`src/rtl/clock24_pkg.sv`:
```
`default_nettype none
// ============================================================================
//  Module      : clock24_pkg
//  Description : Shared definitions for the 24-hour clock time-set path.
//                Holds the field widths and offsets of the packed
//                {hh, mm, ss, ms} time word, the field limits, the time-set
//                state encoding and the wrap-around step helpers.
//  Revision    : 1.0  initial release
// ============================================================================
package clock24_pkg;

    // Field widths of the packed time word {hh, mm, ss, ms}
    localparam int HH_W   = 5;
    localparam int MM_W   = 6;
    localparam int SS_W   = 6;
    localparam int MS_W   = 10;
    localparam int TIME_W = HH_W + MM_W + SS_W + MS_W;

    // Bit offsets of each field's LSB inside the packed word
    localparam int MS_OFF = 0;
    localparam int SS_OFF = MS_OFF + MS_W;
    localparam int MM_OFF = SS_OFF + SS_W;
    localparam int HH_OFF = MM_OFF + MM_W;

    // Field limits: hours wrap at 23, minutes and seconds at 59
    localparam int HH_MAX = 23;
    localparam int MS_MAX = 59;

    // Time-set controller states. The low two bits of every edit state
    // equal the edit_field code reported for it (1 hh, 2 mm, 3 ss).
    typedef enum logic [2:0] {
        ST_RUN     = 3'd0,
        ST_EDIT_HH = 3'd1,
        ST_EDIT_MM = 3'd2,
        ST_EDIT_SS = 3'd3,
        ST_COMMIT  = 3'd4
    } state_t;

    // Increment with wrap to zero above the limit
    function automatic logic [5:0] wrap_inc(input logic [5:0] v, input logic [5:0] lim);
        return (v >= lim) ? 6'd0 : v + 6'd1;
    endfunction

    // Decrement with wrap from zero to the limit
    function automatic logic [5:0] wrap_dec(input logic [5:0] v, input logic [5:0] lim);
        return (v == 6'd0) ? lim : v - 6'd1;
    endfunction

endpackage
`default_nettype wire

```
`src/rtl/clock_set_ctrl_if.sv`:
```
`default_nettype none
// ============================================================================
//  Module      : clock_set_ctrl_if
//  Description : Button / clock-datapath bundle of the time-set controller.
//                master : button and live-time source, consumer of the load
//                slave  : the time-set controller itself
//  Signals     : btn_mode, btn_inc, btn_dec   button levels
//                cur_time                     live packed time
//                load, load_time              one-cycle preset into the clock
//                editing, edit_field, blink   display status
//  Revision    : 1.0  initial release
// ============================================================================
interface clock_set_ctrl_if;
    import clock24_pkg::*;

    logic              btn_mode;
    logic              btn_inc;
    logic              btn_dec;
    logic [TIME_W-1:0] cur_time;
    logic              load;
    logic [TIME_W-1:0] load_time;
    logic              editing;
    logic [1:0]        edit_field;
    logic              blink;

    modport master (
        output btn_mode, btn_inc, btn_dec, cur_time,
        input  load, load_time, editing, edit_field, blink
    );

    modport slave (
        input  btn_mode, btn_inc, btn_dec, cur_time,
        output load, load_time, editing, edit_field, blink
    );

endinterface
`default_nettype wire

```
`src/rtl/btn_repeat.sv`:
```
`default_nettype none
// ============================================================================
//  Module      : btn_repeat
//  Description : Edge detect plus hold/auto-repeat for one button level.
//                step_o pulses for one cycle on the press, once more
//                HOLD_MS cycles after the press if still held, then every
//                RPT_MS cycles until release. clr_i restarts the hold timing
//                as if the button had just been pressed (without a step).
//  Ports       : kh_clk  clock          reset  async active-high reset
//                btn_i   button level   clr_i  restart hold/repeat timing
//                step_o  one-cycle step pulse (combinational from state)
//  Revision    : 1.0  initial release
// ============================================================================
module btn_repeat #(
    parameter int HOLD_MS = 500,
    parameter int RPT_MS  = 100,
    parameter int CNT_W   = 14
) (
    input  wire logic kh_clk,
    input  wire logic reset,
    input  wire logic btn_i,
    input  wire logic clr_i,
    output logic      step_o
);

    logic             prev_q;    // previous-cycle button level
    logic             active_q;  // a press has been seen and not yet released
    logic             rep_q;     // hold delay elapsed, now in repeat phase
    logic [CNT_W-1:0] cnt_q;     // cycles since press / last repeat step

    logic w_press;
    logic w_rep_hit;

    assign w_press   = btn_i & ~prev_q;
    assign w_rep_hit = btn_i & active_q &
                       (rep_q ? (cnt_q == CNT_W'(RPT_MS)) : (cnt_q == CNT_W'(HOLD_MS)));
    assign step_o    = w_press | w_rep_hit;

    always_ff @(posedge kh_clk or posedge reset) begin
        if (reset) begin
            // Reset to 1 so a button held through reset is not a press
            prev_q   <= 1'b1;
            active_q <= 1'b0;
            rep_q    <= 1'b0;
            cnt_q    <= '0;
        end else begin
            prev_q <= btn_i;
            if (!btn_i) begin
                active_q <= 1'b0;
                rep_q    <= 1'b0;
                cnt_q    <= '0;
            end else if (w_press || clr_i) begin
                // The press edge is cycle 0, so the count starts at 1 next cycle
                active_q <= 1'b1;
                rep_q    <= 1'b0;
                cnt_q    <= CNT_W'(1);
            end else if (active_q) begin
                if (w_rep_hit) begin
                    rep_q <= 1'b1;
                    cnt_q <= CNT_W'(1);
                end else begin
                    cnt_q <= cnt_q + CNT_W'(1);
                end
            end
        end
    end

endmodule
`default_nettype wire

```
`src/rtl/clock_set_ctrl.sv`:
```
`default_nettype none
// ============================================================================
//  Module      : clock_set_ctrl
//  Description : Time-set controller for the 24-hour clock. Mode steps the
//                edit cursor RUN -> hh -> mm -> ss -> COMMIT; inc/dec adjust
//                the selected shadow field with wrap and auto-repeat. COMMIT
//                issues a one-cycle load of {shadow, 0 ms}. An idle edit
//                session times out back to RUN without loading.
//  Ports       : kh_clk  1 kHz clock    reset  async active-high reset
//                bus     clock_set_ctrl_if.slave (buttons, live time,
//                        load strobe/time, editing/edit_field/blink)
//  Revision    : 1.0  initial release
// ============================================================================
module clock_set_ctrl
    import clock24_pkg::*;
#(
    parameter int HOLD_MS    = 500,
    parameter int RPT_MS     = 100,
    parameter int TIMEOUT_MS = 10000,
    parameter int BLINK_MS   = 250
) (
    input  wire logic       kh_clk,
    input  wire logic       reset,
    clock_set_ctrl_if.slave bus
);

    // One counter width sized for the largest timing parameter
    localparam int MAX_AB = (HOLD_MS > RPT_MS) ? HOLD_MS : RPT_MS;
    localparam int MAX_CD = (TIMEOUT_MS > BLINK_MS) ? TIMEOUT_MS : BLINK_MS;
    localparam int MAX_P  = (MAX_AB > MAX_CD) ? MAX_AB : MAX_CD;
    localparam int CNT_W  = $clog2(MAX_P + 1);

    // ------------------------------------------------------------------
    // Registers and next-state values
    // ------------------------------------------------------------------
    state_t            state_q,      state_d;
    logic [HH_W-1:0]   hh_q,         hh_d;
    logic [MM_W-1:0]   mm_q,         mm_d;
    logic [SS_W-1:0]   ss_q,         ss_d;
    logic [CNT_W-1:0]  idle_q,       idle_d;
    logic [CNT_W-1:0]  bcnt_q,       bcnt_d;
    logic              blink_q,      blink_d;
    logic              load_q,       load_d;
    logic [TIME_W-1:0] load_time_q,  load_time_d;
    logic              editing_q,    editing_d;
    logic [1:0]        edit_field_q, edit_field_d;
    logic              mode_prev_q;

    // ------------------------------------------------------------------
    // Button events
    // ------------------------------------------------------------------
    logic w_mode_press;
    logic w_inc_step;
    logic w_dec_step;
    logic w_both_step;
    logic w_inc_apply;
    logic w_dec_apply;
    logic w_activity;
    logic w_unused_ms;

    assign w_mode_press = bus.btn_mode & ~mode_prev_q;
    assign w_both_step  = w_inc_step & w_dec_step;
    // Mode beats inc/dec; inc together with dec cancels out
    assign w_inc_apply  = w_inc_step & ~w_dec_step & ~w_mode_press;
    assign w_dec_apply  = w_dec_step & ~w_inc_step & ~w_mode_press;
    assign w_activity   = w_mode_press | w_inc_step | w_dec_step;
    // The live ms field is never needed; the load always carries 0 ms
    assign w_unused_ms  = ^bus.cur_time[MS_OFF +: MS_W];

    btn_repeat #(
        .HOLD_MS (HOLD_MS),
        .RPT_MS  (RPT_MS),
        .CNT_W   (CNT_W)
    ) u_inc_rpt (
        .kh_clk (kh_clk),
        .reset  (reset),
        .btn_i  (bus.btn_inc),
        .clr_i  (w_both_step),
        .step_o (w_inc_step)
    );

    btn_repeat #(
        .HOLD_MS (HOLD_MS),
        .RPT_MS  (RPT_MS),
        .CNT_W   (CNT_W)
    ) u_dec_rpt (
        .kh_clk (kh_clk),
        .reset  (reset),
        .btn_i  (bus.btn_dec),
        .clr_i  (w_both_step),
        .step_o (w_dec_step)
    );

    // ------------------------------------------------------------------
    // Selected field and its stepped value
    // ------------------------------------------------------------------
    logic [5:0] w_fld_cur;
    logic [5:0] w_fld_lim;
    logic [5:0] w_fld_new;

    always_comb begin
        w_fld_cur = ss_q;
        w_fld_lim = 6'(MS_MAX);
        case (state_q)
            ST_EDIT_HH: begin
                w_fld_cur = {1'b0, hh_q};
                w_fld_lim = 6'(HH_MAX);
            end
            ST_EDIT_MM: begin
                w_fld_cur = mm_q;
                w_fld_lim = 6'(MS_MAX);
            end
            default: begin
                w_fld_cur = ss_q;
                w_fld_lim = 6'(MS_MAX);
            end
        endcase
        w_fld_new = w_inc_apply ? wrap_inc(w_fld_cur, w_fld_lim)
                                : wrap_dec(w_fld_cur, w_fld_lim);
    end

    // ------------------------------------------------------------------
    // Next-state, shadow and output logic
    // ------------------------------------------------------------------
    always_comb begin
        state_d     = state_q;
        hh_d        = hh_q;
        mm_d        = mm_q;
        ss_d        = ss_q;
        idle_d      = idle_q;

        case (state_q)
            ST_RUN: begin
                idle_d = '0;
                if (w_mode_press) begin
                    hh_d    = bus.cur_time[HH_OFF +: HH_W];
                    mm_d    = bus.cur_time[MM_OFF +: MM_W];
                    ss_d    = bus.cur_time[SS_OFF +: SS_W];
                    state_d = ST_EDIT_HH;
                end
            end
            ST_EDIT_HH, ST_EDIT_MM, ST_EDIT_SS: begin
                if (w_mode_press) begin
                    idle_d = '0;
                    case (state_q)
                        ST_EDIT_HH: state_d = ST_EDIT_MM;
                        ST_EDIT_MM: state_d = ST_EDIT_SS;
                        default:    state_d = ST_COMMIT;
                    endcase
                end else if (w_activity) begin
                    idle_d = '0;
                    if (w_inc_apply || w_dec_apply) begin
                        case (state_q)
                            ST_EDIT_HH: hh_d = w_fld_new[HH_W-1:0];
                            ST_EDIT_MM: mm_d = w_fld_new;
                            default:    ss_d = w_fld_new;
                        endcase
                    end
                end else if (idle_q == CNT_W'(TIMEOUT_MS - 1)) begin
                    idle_d  = '0;
                    state_d = ST_RUN;
                end else begin
                    idle_d = idle_q + CNT_W'(1);
                end
            end
            ST_COMMIT: begin
                idle_d  = '0;
                state_d = ST_RUN;
            end
            default: begin
                idle_d  = '0;
                state_d = ST_RUN;
            end
        endcase
    end

    // Outputs are registered from the next state so they line up with it
    always_comb begin
        load_d       = 1'b0;
        load_time_d  = load_time_q;
        editing_d    = 1'b0;
        edit_field_d = 2'd0;
        blink_d      = 1'b0;
        bcnt_d       = '0;

        case (state_d)
            ST_EDIT_HH: begin
                editing_d    = 1'b1;
                edit_field_d = 2'd1;
            end
            ST_EDIT_MM: begin
                editing_d    = 1'b1;
                edit_field_d = 2'd2;
            end
            ST_EDIT_SS: begin
                editing_d    = 1'b1;
                edit_field_d = 2'd3;
            end
            ST_COMMIT: begin
                load_d      = 1'b1;
                load_time_d = {hh_d, mm_d, ss_d, {MS_W{1'b0}}};
            end
            default: begin
                load_d = 1'b0;
            end
        endcase

        // Blink restarts from 0 on every state change, toggles while staying
        if (editing_d && (state_d == state_q)) begin
            if (bcnt_q == CNT_W'(BLINK_MS - 1)) begin
                blink_d = ~blink_q;
                bcnt_d  = '0;
            end else begin
                blink_d = blink_q;
                bcnt_d  = bcnt_q + CNT_W'(1);
            end
        end
    end

    always_ff @(posedge kh_clk or posedge reset) begin
        if (reset) begin
            state_q      <= ST_RUN;
            hh_q         <= '0;
            mm_q         <= '0;
            ss_q         <= '0;
            idle_q       <= '0;
            bcnt_q       <= '0;
            blink_q      <= 1'b0;
            load_q       <= 1'b0;
            load_time_q  <= '0;
            editing_q    <= 1'b0;
            edit_field_q <= 2'd0;
            // Reset to 1 so a mode button held through reset is not a press
            mode_prev_q  <= 1'b1;
        end else begin
            state_q      <= state_d;
            hh_q         <= hh_d;
            mm_q         <= mm_d;
            ss_q         <= ss_d;
            idle_q       <= idle_d;
            bcnt_q       <= bcnt_d;
            blink_q      <= blink_d;
            load_q       <= load_d;
            load_time_q  <= load_time_d;
            editing_q    <= editing_d;
            edit_field_q <= edit_field_d;
            mode_prev_q  <= bus.btn_mode;
        end
    end

    assign bus.load       = load_q;
    assign bus.load_time  = load_time_q;
    assign bus.editing    = editing_q;
    assign bus.edit_field = edit_field_q;
    assign bus.blink      = blink_q;

endmodule
`default_nettype wire

```
`src/flat_wrapper.sv`:
```
// flat-port wrapper written by rule: the top's interface ports become plain ports
module clock_set_ctrl_flat import clock24_pkg::*;
#(
    parameter int HOLD_MS    = 500,
    parameter int RPT_MS     = 100,
    parameter int TIMEOUT_MS = 10000,
    parameter int BLINK_MS   = 250
)
  (kh_clk, reset, bus_btn_mode, bus_btn_inc, bus_btn_dec, bus_cur_time, bus_load, bus_load_time, bus_editing, bus_edit_field, bus_blink);
  clock_set_ctrl_if bus_i ();
  input  wire logic kh_clk;
  input  wire logic reset;
  input wire logic [$bits(bus_i.btn_mode)-1:0] bus_btn_mode;
  input wire logic [$bits(bus_i.btn_inc)-1:0] bus_btn_inc;
  input wire logic [$bits(bus_i.btn_dec)-1:0] bus_btn_dec;
  input wire logic [$bits(bus_i.cur_time)-1:0] bus_cur_time;
  output wire logic [$bits(bus_i.load)-1:0] bus_load;
  output wire logic [$bits(bus_i.load_time)-1:0] bus_load_time;
  output wire logic [$bits(bus_i.editing)-1:0] bus_editing;
  output wire logic [$bits(bus_i.edit_field)-1:0] bus_edit_field;
  output wire logic [$bits(bus_i.blink)-1:0] bus_blink;
  assign bus_i.btn_mode = bus_btn_mode;
  assign bus_i.btn_inc = bus_btn_inc;
  assign bus_i.btn_dec = bus_btn_dec;
  assign bus_i.cur_time = bus_cur_time;
  assign bus_load = bus_i.load;
  assign bus_load_time = bus_i.load_time;
  assign bus_editing = bus_i.editing;
  assign bus_edit_field = bus_i.edit_field;
  assign bus_blink = bus_i.blink;
  clock_set_ctrl #(.HOLD_MS(HOLD_MS), .RPT_MS(RPT_MS), .TIMEOUT_MS(TIMEOUT_MS), .BLINK_MS(BLINK_MS)) u_core (.kh_clk(kh_clk), .reset(reset), .bus(bus_i));
endmodule
```
`config.mk`:
```
export PLATFORM = sky130hd
export DESIGN_NAME = clock_set_ctrl_flat
export DESIGN_NICKNAME = d
export VERILOG_FILES = /design/src/rtl/clock24_pkg.sv /design/src/rtl/clock_set_ctrl_if.sv /design/src/rtl/btn_repeat.sv /design/src/rtl/clock_set_ctrl.sv /design/src/flat_wrapper.sv
export SDC_FILE = /design/constraint.sdc
export NUM_CORES = 1
export LEC_CHECK = 0
export BUFFER_PORTS_ARGS = -buffer_cell sky130_fd_sc_hd__buf_2
export CAP_MARGIN = 0
export CORE_MARGIN = 3
export CORE_UTILIZATION = 50
export CTS_CLUSTER_DIAMETER = 30
export DETAILED_ROUTE_END_ITERATION = 12
export GPL_ROUTABILITY_DRIVEN = 0
export PLACE_DENSITY = 0.72
export SLEW_MARGIN = 10
export SYNTH_ARGS = -nofsm -noshare
export SYNTH_HDL_FRONTEND = slang
export SYNTH_SLANG_ARGS = --single-unit
```
`constraint.sdc`:
```
create_clock -name kh_clk -period 2.7 [get_ports kh_clk]
set_input_delay 0.135 -clock kh_clk [delete_from_list [all_inputs] [get_ports kh_clk]]
set_output_delay 0.135 -clock kh_clk [all_outputs]
set_load 0.01 [all_outputs]
```
==> results of run 1 <==
-- cells in the mapped netlist, types with 9 or more instances --
cell type | n | area share, %
a21oi_1 | 17 | 1.5
and3_1 | 10 | 1.1
buf_2 | 9 | 0.78
buf_4 | 13 | 1.7
clkbuf_1 | 9 | 0.59
dfrtp_1 | 102 | 44
ha_1 | 12 | 2.6
inv_1 | 18 | 1.2
nand2_1 | 80 | 5.2
nand3_1 | 29 | 2.5
nand4_1 | 13 | 1.4
nor2_1 | 97 | 6.3
nor3_1 | 20 | 1.7
o21ai_0 | 21 | 1.8
xnor2_1 | 19 | 2.9
xor2_1 | 26 | 4.0
-- state kept, by name, indices dropped and copies added, names as in the netlist, 2 cells and up --
register                count
u_core.hh_q                 5
u_core.u_inc_rpt.cnt_q     14
u_core.bus.edit_field       2
u_core.u_dec_rpt.cnt_q     14
u_core.state_q              3
u_core.ss_q                 6
u_core.idle_q              14
u_core.bcnt_q              14
u_core.bus.load_time       17
u_core.mm_q                 6
-- power groups by stage --
stage	logic, mW	clock network [mW]	registers (mW)
2_1_floorplan	1.55	0	2.14
3_3_place_gp	2.49	0	2.12
3_5_place_dp	2.56	0	2.13
4_1_cts	2.81	1.38	2.10
5_1_grt	3.25	1.43	2.14
6_report	3.00	1.34	2.11
-- worst max-delay path, delay by kind of cell (launching register included) --
| family | cells | cell delay (ns) |
|---|---|---|
| AND/OR/NAND/NOR | 3 | 0.55 |
| AO/OA/AOI/OAI | 7 | 1.27 |
| buffers and inverters | 2 | 0.22 |
| flip-flops | 1 | 0.45 |
| adder cells (fa/ha/maj) | 1 | 0.12 |
-- kinds of logic after synthesis --
logic type | synth area share [%]
buf+inv | 4.51
fa+ha+maj | 2.61
simple gates | 26.1
other cells | 0.0653
flops | 45.8
compound gates | 13.3
mux | 0.348
xor+xnor | 7.34
-- routing by layer --
metal	track usage, %	up-vias	routed length [um]
li1	-	2398	-
met1	31.0	2430	6160
met2	37.0	129	6960
met5	0	-	0
met3	5.78	25	808
met4	7.21	0	274
-- repair_timing --
| action | in CTS | in global routing |
|---|---|---|
| resized for setup | 24 | 18 |
| hold buffers | 6 | 0 |
| pin swaps | 12 | 4 |
| buffers inserted | 6 | 6 |
| endpoints found under the setup margin | 16 | 19 |
| hold endpoints to repair | 107 | 0 |
| gates cloned | 0 | 0 |
-- final timing paths --
kind / startpoint / to / slack, ns / cells past startpoint
setup / recovery: u_core.state_q[1] / u_core.ss_q[0] / -0.03 / 13
hold / removal: bus_cur_time[25] / u_core.hh_q[3] / 0.01 / 2
setup reg to reg: u_core.state_q[1] / u_core.ss_q[0] / -0.03 / 13
hold reg to reg: u_core.bus.load_time[16] / u_core.bus.load_time[16] / 0.46 / 2
max in group asynchronous: reset / u_core.state_q[2] / 1.80 / 4
min in group asynchronous: reset / u_core.idle_q[0] / 0.48 / 4
-- cell type report --
type / instances / share of cell area [%]
multi-input cells: 473 / 42.9
clock inverters: 5 / 0.865
inverters: 22 / 1.30
clock buffers: 11 / 3.36
flip-flops and latches: 105 / 36.4
repair buffers: 129 / 12.8
well taps: 140 / 2.42
-- stage by stage --
stage               cells  setup WS, ns  TNS, ns  power (mW)
finish                885       -0.0295  -0.0818        6.45
global route          885        -0.145    -1.18        6.82
CTS                   879       0.00149        0        6.29
detailed placement    851        -0.229    -2.38        4.69
global placement      851        -0.148    -1.33        4.62
floorplan             631       -0.0708   -0.145        3.69
==> flow_metrics.env, run 1 <==
export IMPL_worst_ep_arrival_time_ns=2.97
export IMPL_clockRootBuffer="clkbuf_16"
export IMPL_clk_path_buf_depth=2
export IMPL_wire_per_inst_um=16.0
export IMPL_die_y_um=113
export IMPL_drive_gt1_share_pct=27.1
export IMPL_postLayoutSetupSlackWorst_ns=-0.0295
export IMPL_synth_distinct_cells=72
export IMPL_finalHoldViolations=0
export IMPL_overflow=0
export IMPL_max_freq_mhz=366
export IMPL_io_buffers=43
export IMPL_firstDrtPassIters=5
export IMPL_nNetsFinal=784
export IMPL_slew_viol_final=0
export IMPL_crit_path_start_kind="register"
export IMPL_diodes=0
export IMPL_drv_cap=0
export IMPL_syn_area_per_cell_um2=9.24
export IMPL_fin_skew_ns=0.0112
export IMPL_crit_slowest_cell="dfrtp_2"
export IMPL_power_density_nw_per_um2=892
export IMPL_criticalPathCategory="register to register"
export IMPL_layout_commonest_cell="dfrtp_1"
export IMPL_regArea_um2=2640
export IMPL_first_global_vias=4839
export IMPL_synth_warnings=0
export IMPL_vias=4982
export IMPL_hp_class="primary input to register"
export IMPL_setup_violations=4
export IMPL_crit_required_ns=2.94
export IMPL_power_frac_seq_pct=32.7
export IMPL_grt_max_degree=106
export IMPL_grt_total_usage_pct=23.1
export IMPL_rsz0062_at_grt="true"
export IMPL_die_area_um2=12800
export IMPL_async_flop_share_pct=100
export IMPL_slowest_delay_ns=0.45
export IMPL_drt_iter0_markers=354
export IMPL_layout_worst_path_cycle_share_pct=101
export IMPL_clock_sinks=105
export IMPL_layout_common_cells="dfrtp_1, nor2_1, nand2_1"
export IMPL_insertion_delay_ns=0.36
export IMPL_final_util_pct=65.6
export IMPL_core_area_um2=11000
export IMPL_drc=0
export IMPL_hpwl_um=9880
export IMPL_cts_buffers=9
export IMPL_synth_edf_count=0
export IMPL_whs_ns=0.0121
export IMPL_initial_utilization_pct=52.1
export IMPL_slew_headroom_pct=62.6
export IMPL_synth_main_ff_cell="dfrtp_1"
export IMPL_placed_area_um2=6580
export IMPL_antenna_left=0
export IMPL_cp_max_fo=6
export IMPL_antenna_found_initial=0
export IMPL_grt_pass1_wl_um=23900
export IMPL_crit_path_end_kind="register"
export IMPL_final_area_um2=7230
export IMPL_p_switching_mw=2.40
export IMPL_p_leak_nw=3.28
export IMPL_failed_checks="negative setup slack"
export IMPL_synth_cell_area_um2=5750
export IMPL_row_count=38
export IMPL_n_fill_cell=859
export IMPL_multi_input_area_um2=3100
export IMPL_fin_crit_ns=2.73
export IMPL_p_clk_share_pct=20.8
export IMPL_p_int_mw=4.04
export IMPL_tritoncts="built"
export IMPL_htreeDepth=3
export IMPL_routed_via_density=5.63
export IMPL_ios=64
export IMPL_synth_seq_area_share_pct=45.8
export IMPL_ys_ff_latch=105
export IMPL_synth_cells=622
export IMPL_worstPathCellList="buf_6, nand2_4, o32ai_1, or3_4, inv_4, ha_4, a21o_1, a21oi_2, o41ai_4, nor2_1, o211ai_1, o41ai_1, a211o_1"
export IMPL_die_x_um=113
export IMPL_status="finished with violations"
export IMPL_routed_wl_um=14200
export IMPL_clk_pin_slew_ns=0.07
export IMPL_worst_slew_pin_slew_ns=0.555
export IMPL_switching_share_pct=37.3
export IMPL_peakVddDrop_mv=0.742
export IMPL_combPwrFrac_pct=46.5
export IMPL_area_delta_synth_final_pct=25.9
Note: power is estimated with default switching activity, not from simulation.
==> run 2: changes to the inputs <==
--- a/config.mk
+++ b/config.mk
@@ -12,7 +12,7 @@
 export CTS_CLUSTER_DIAMETER = 30
 export DETAILED_ROUTE_END_ITERATION = 12
 export GPL_ROUTABILITY_DRIVEN = 0
-export PLACE_DENSITY = 0.72
+export PLACE_DENSITY = 0.7
 export SLEW_MARGIN = 10
 export SYNTH_ARGS = -nofsm -noshare
 export SYNTH_HDL_FRONTEND = slang
==> constraint.sdc (replaced) <==
create_clock -name kh_clk -period 2.9 [get_ports kh_clk]
set_input_delay 0.145 -clock kh_clk [delete_from_list [all_inputs] [get_ports kh_clk]]
set_output_delay 0.145 -clock kh_clk [all_outputs]
set_load 0.05 [all_outputs]
==> run 2 against run 1 <==
  * Wire length shrank 7.0%
  * Flip-flop and latch count is the same
  * Largest cell class unchanged
  * Worst hold slack gained 0.0084 ns
  * The flow now finishes without violations
  * Maximum frequency shrank 3.1%
  * Non-clock buffer count shrank 41
  * Cell count shrank 4.7%
==> flow_metrics.env, run 2 (synthesized netlist as in run 1, its figures left out) <==
export IMPL_power_density_nw_per_um2=878
export IMPL_die_x_um=113
export IMPL_grt_max_degree=106
export IMPL_clockRootBuffer="clkbuf_16"
export IMPL_drive_gt1_share_pct=21.1
export IMPL_layout_commonest_cell="dfrtp_1"
export IMPL_peakVddDrop_mv=0.747
export IMPL_die_area_um2=12800
export IMPL_crit_slowest_cell="or3_1"
export IMPL_vias=4808
export IMPL_area_delta_synth_final_pct=18.1
export IMPL_hpwl_um=9300
export IMPL_slowest_delay_ns=0.42
export IMPL_wire_per_inst_um=15.7
export IMPL_reg2reg_depth=12
export IMPL_final_cells=843
export IMPL_tns_ns=0
export IMPL_core_area_um2=11000
export IMPL_slew_viol_final=0
export IMPL_cts_buffers=9
export IMPL_first_global_vias=4585
export IMPL_fin_skew_ns=0.00928
export IMPL_layout_worst_path_cycle_share_pct=97.1
export IMPL_grt_total_usage_pct=20.8
export IMPL_criticalPathCategory="register to register"
export IMPL_max_freq_mhz=355
export IMPL_final_util_pct=61.5
export IMPL_slew_headroom_pct=59.0
export IMPL_overflow=0
export IMPL_antenna_found_initial=0
export IMPL_htreeDepth=3
export IMPL_cp_max_fo=4
export IMPL_grt_pass1_wl_um=21800
export IMPL_fin_crit_ns=2.82
export IMPL_layout_common_cells="dfrtp_1, nor2_1, nand2_1"
export IMPL_multi_input_area_um2=2990
export IMPL_cp_top_family="compound AO/OA/AOI/OAI gates"
export IMPL_setup_violations=0
export IMPL_routed_wl_um=13200
export IMPL_row_count=38
export IMPL_tritoncts="built"
export IMPL_ios=64
export IMPL_clk_path_buf_depth=2
export IMPL_worst_slew_pin_slew_ns=0.613
export IMPL_firstDrtPassIters=5
export IMPL_clock_sinks=105
export IMPL_crit_path_start_kind="register"
export IMPL_regArea_um2=2640
export IMPL_worst_ep_arrival_time_ns=3.05
export IMPL_drc=0
export IMPL_insertion_delay_ns=0.35
export IMPL_p_leak_nw=3.06
export IMPL_dp_cells=820
export IMPL_nNetsFinal=743
export IMPL_whs_ns=0.0205
export IMPL_initial_utilization_pct=52.1
export IMPL_clk_pin_slew_ns=0.07
export IMPL_routed_via_density=5.70
export IMPL_antenna_left=0
export IMPL_worstPathCellList="buf_4, nor2b_1, nor3_1, or3_1, inv_2, ha_2, a21o_1, a21oi_2, o41ai_4, nor2_2, a22o_1, a221o_1"
export IMPL_crit_required_ns=3.13
export IMPL_hp_class="primary input to register"
export IMPL_die_y_um=113
export IMPL_diodes=0
export IMPL_io_buffers=43
export IMPL_finalHoldViolations=0
export IMPL_hold_depth=3
export IMPL_cp_depth=12
export IMPL_drt_iter0_markers=287
export IMPL_crit_path_end_kind="register"
export IMPL_n_fill_cell=933
export IMPL_drv_cap=0
export IMPL_status="completed"
export IMPL_path_buf_inv=2
export IMPL_largest_reg_flops=17
export IMPL_rsz0062_at_grt="true"
run 2: per-stage QoR:
step	worst slack, ns	power (mW)	area, um^2
finish	0.0844	5.96	6780
global route	-0.0493	6.29	6780
CTS	0.00822	5.79	6670
detailed placement	-0.0961	4.45	6290
global placement	0.00209	4.37	6290
floorplan	0.0679	3.70	5790
run 2: routing by layer:
metal	wire [um]	share of wire (%)	global-route usage [%]
met3	651	4.9	3.05
met4	269	2.0	8.49
met5	0	0	0
met2	6270	48	33.6
met1	6010	46	28.3
run 2: worst paths after layout:
path                                         from           endpoint  slack [ns]
worst min-delay path             bus_cur_time[19]     u_core.mm_q[3]        0.02
worst max register to register  u_core.state_q[1]     u_core.mm_q[4]        0.08
max in group asynchronous                   reset  u_core.state_q[2]        1.98
worst max-delay path            u_core.state_q[1]     u_core.mm_q[4]        0.08
min in group asynchronous                   reset   u_core.bcnt_q[7]        0.51
worst min register to register   u_core.idle_q[0]   u_core.idle_q[0]        0.45
run 2: area by class of cell:
| cell class | count | area share, % |
|---|---|---|
| Tap cell | 140 | 2.58 |
| Clock buffer | 9 | 3.32 |
| Timing Repair Buffer | 88 | 8.49 |
| Multi-Input combinational cell | 473 | 44.1 |
| Inverter | 22 | 1.27 |
| Sequential cell | 105 | 38.8 |
| Clock inverter | 6 | 1.35 |
run 2: repair_timing:
item / 4_1_cts / 5_1_grt
gates resized for setup: 3 / 26
buffers inserted: 1 / 3
hold buffers: 4 / 0
pin swaps: 1 / 3
hold endpoints to repair: 57 / 0
setup endpoints to repair: 8 / 28
run 2: report_power, final:
part / switching, mW / internal [mW]
Sequential: 0.256 / 1.74
Clock: 0.543 / 0.755
Combinational: 1.63 / 1.04
Total: 2.43 / 3.53
run 2: worst reg2reg max path, cell delays in order (launching register included):
cell,delay [ns]
dfrtp_2,0.40
buf_4,0.16
nor2b_1,0.14
nor3_1,0.07
or3_1,0.42
inv_2,0.08
ha_2,0.18
a21o_1,0.13
a21oi_2,0.07
o41ai_4,0.32
nor2_2,0.10
a22o_1,0.29
a221o_1,0.34
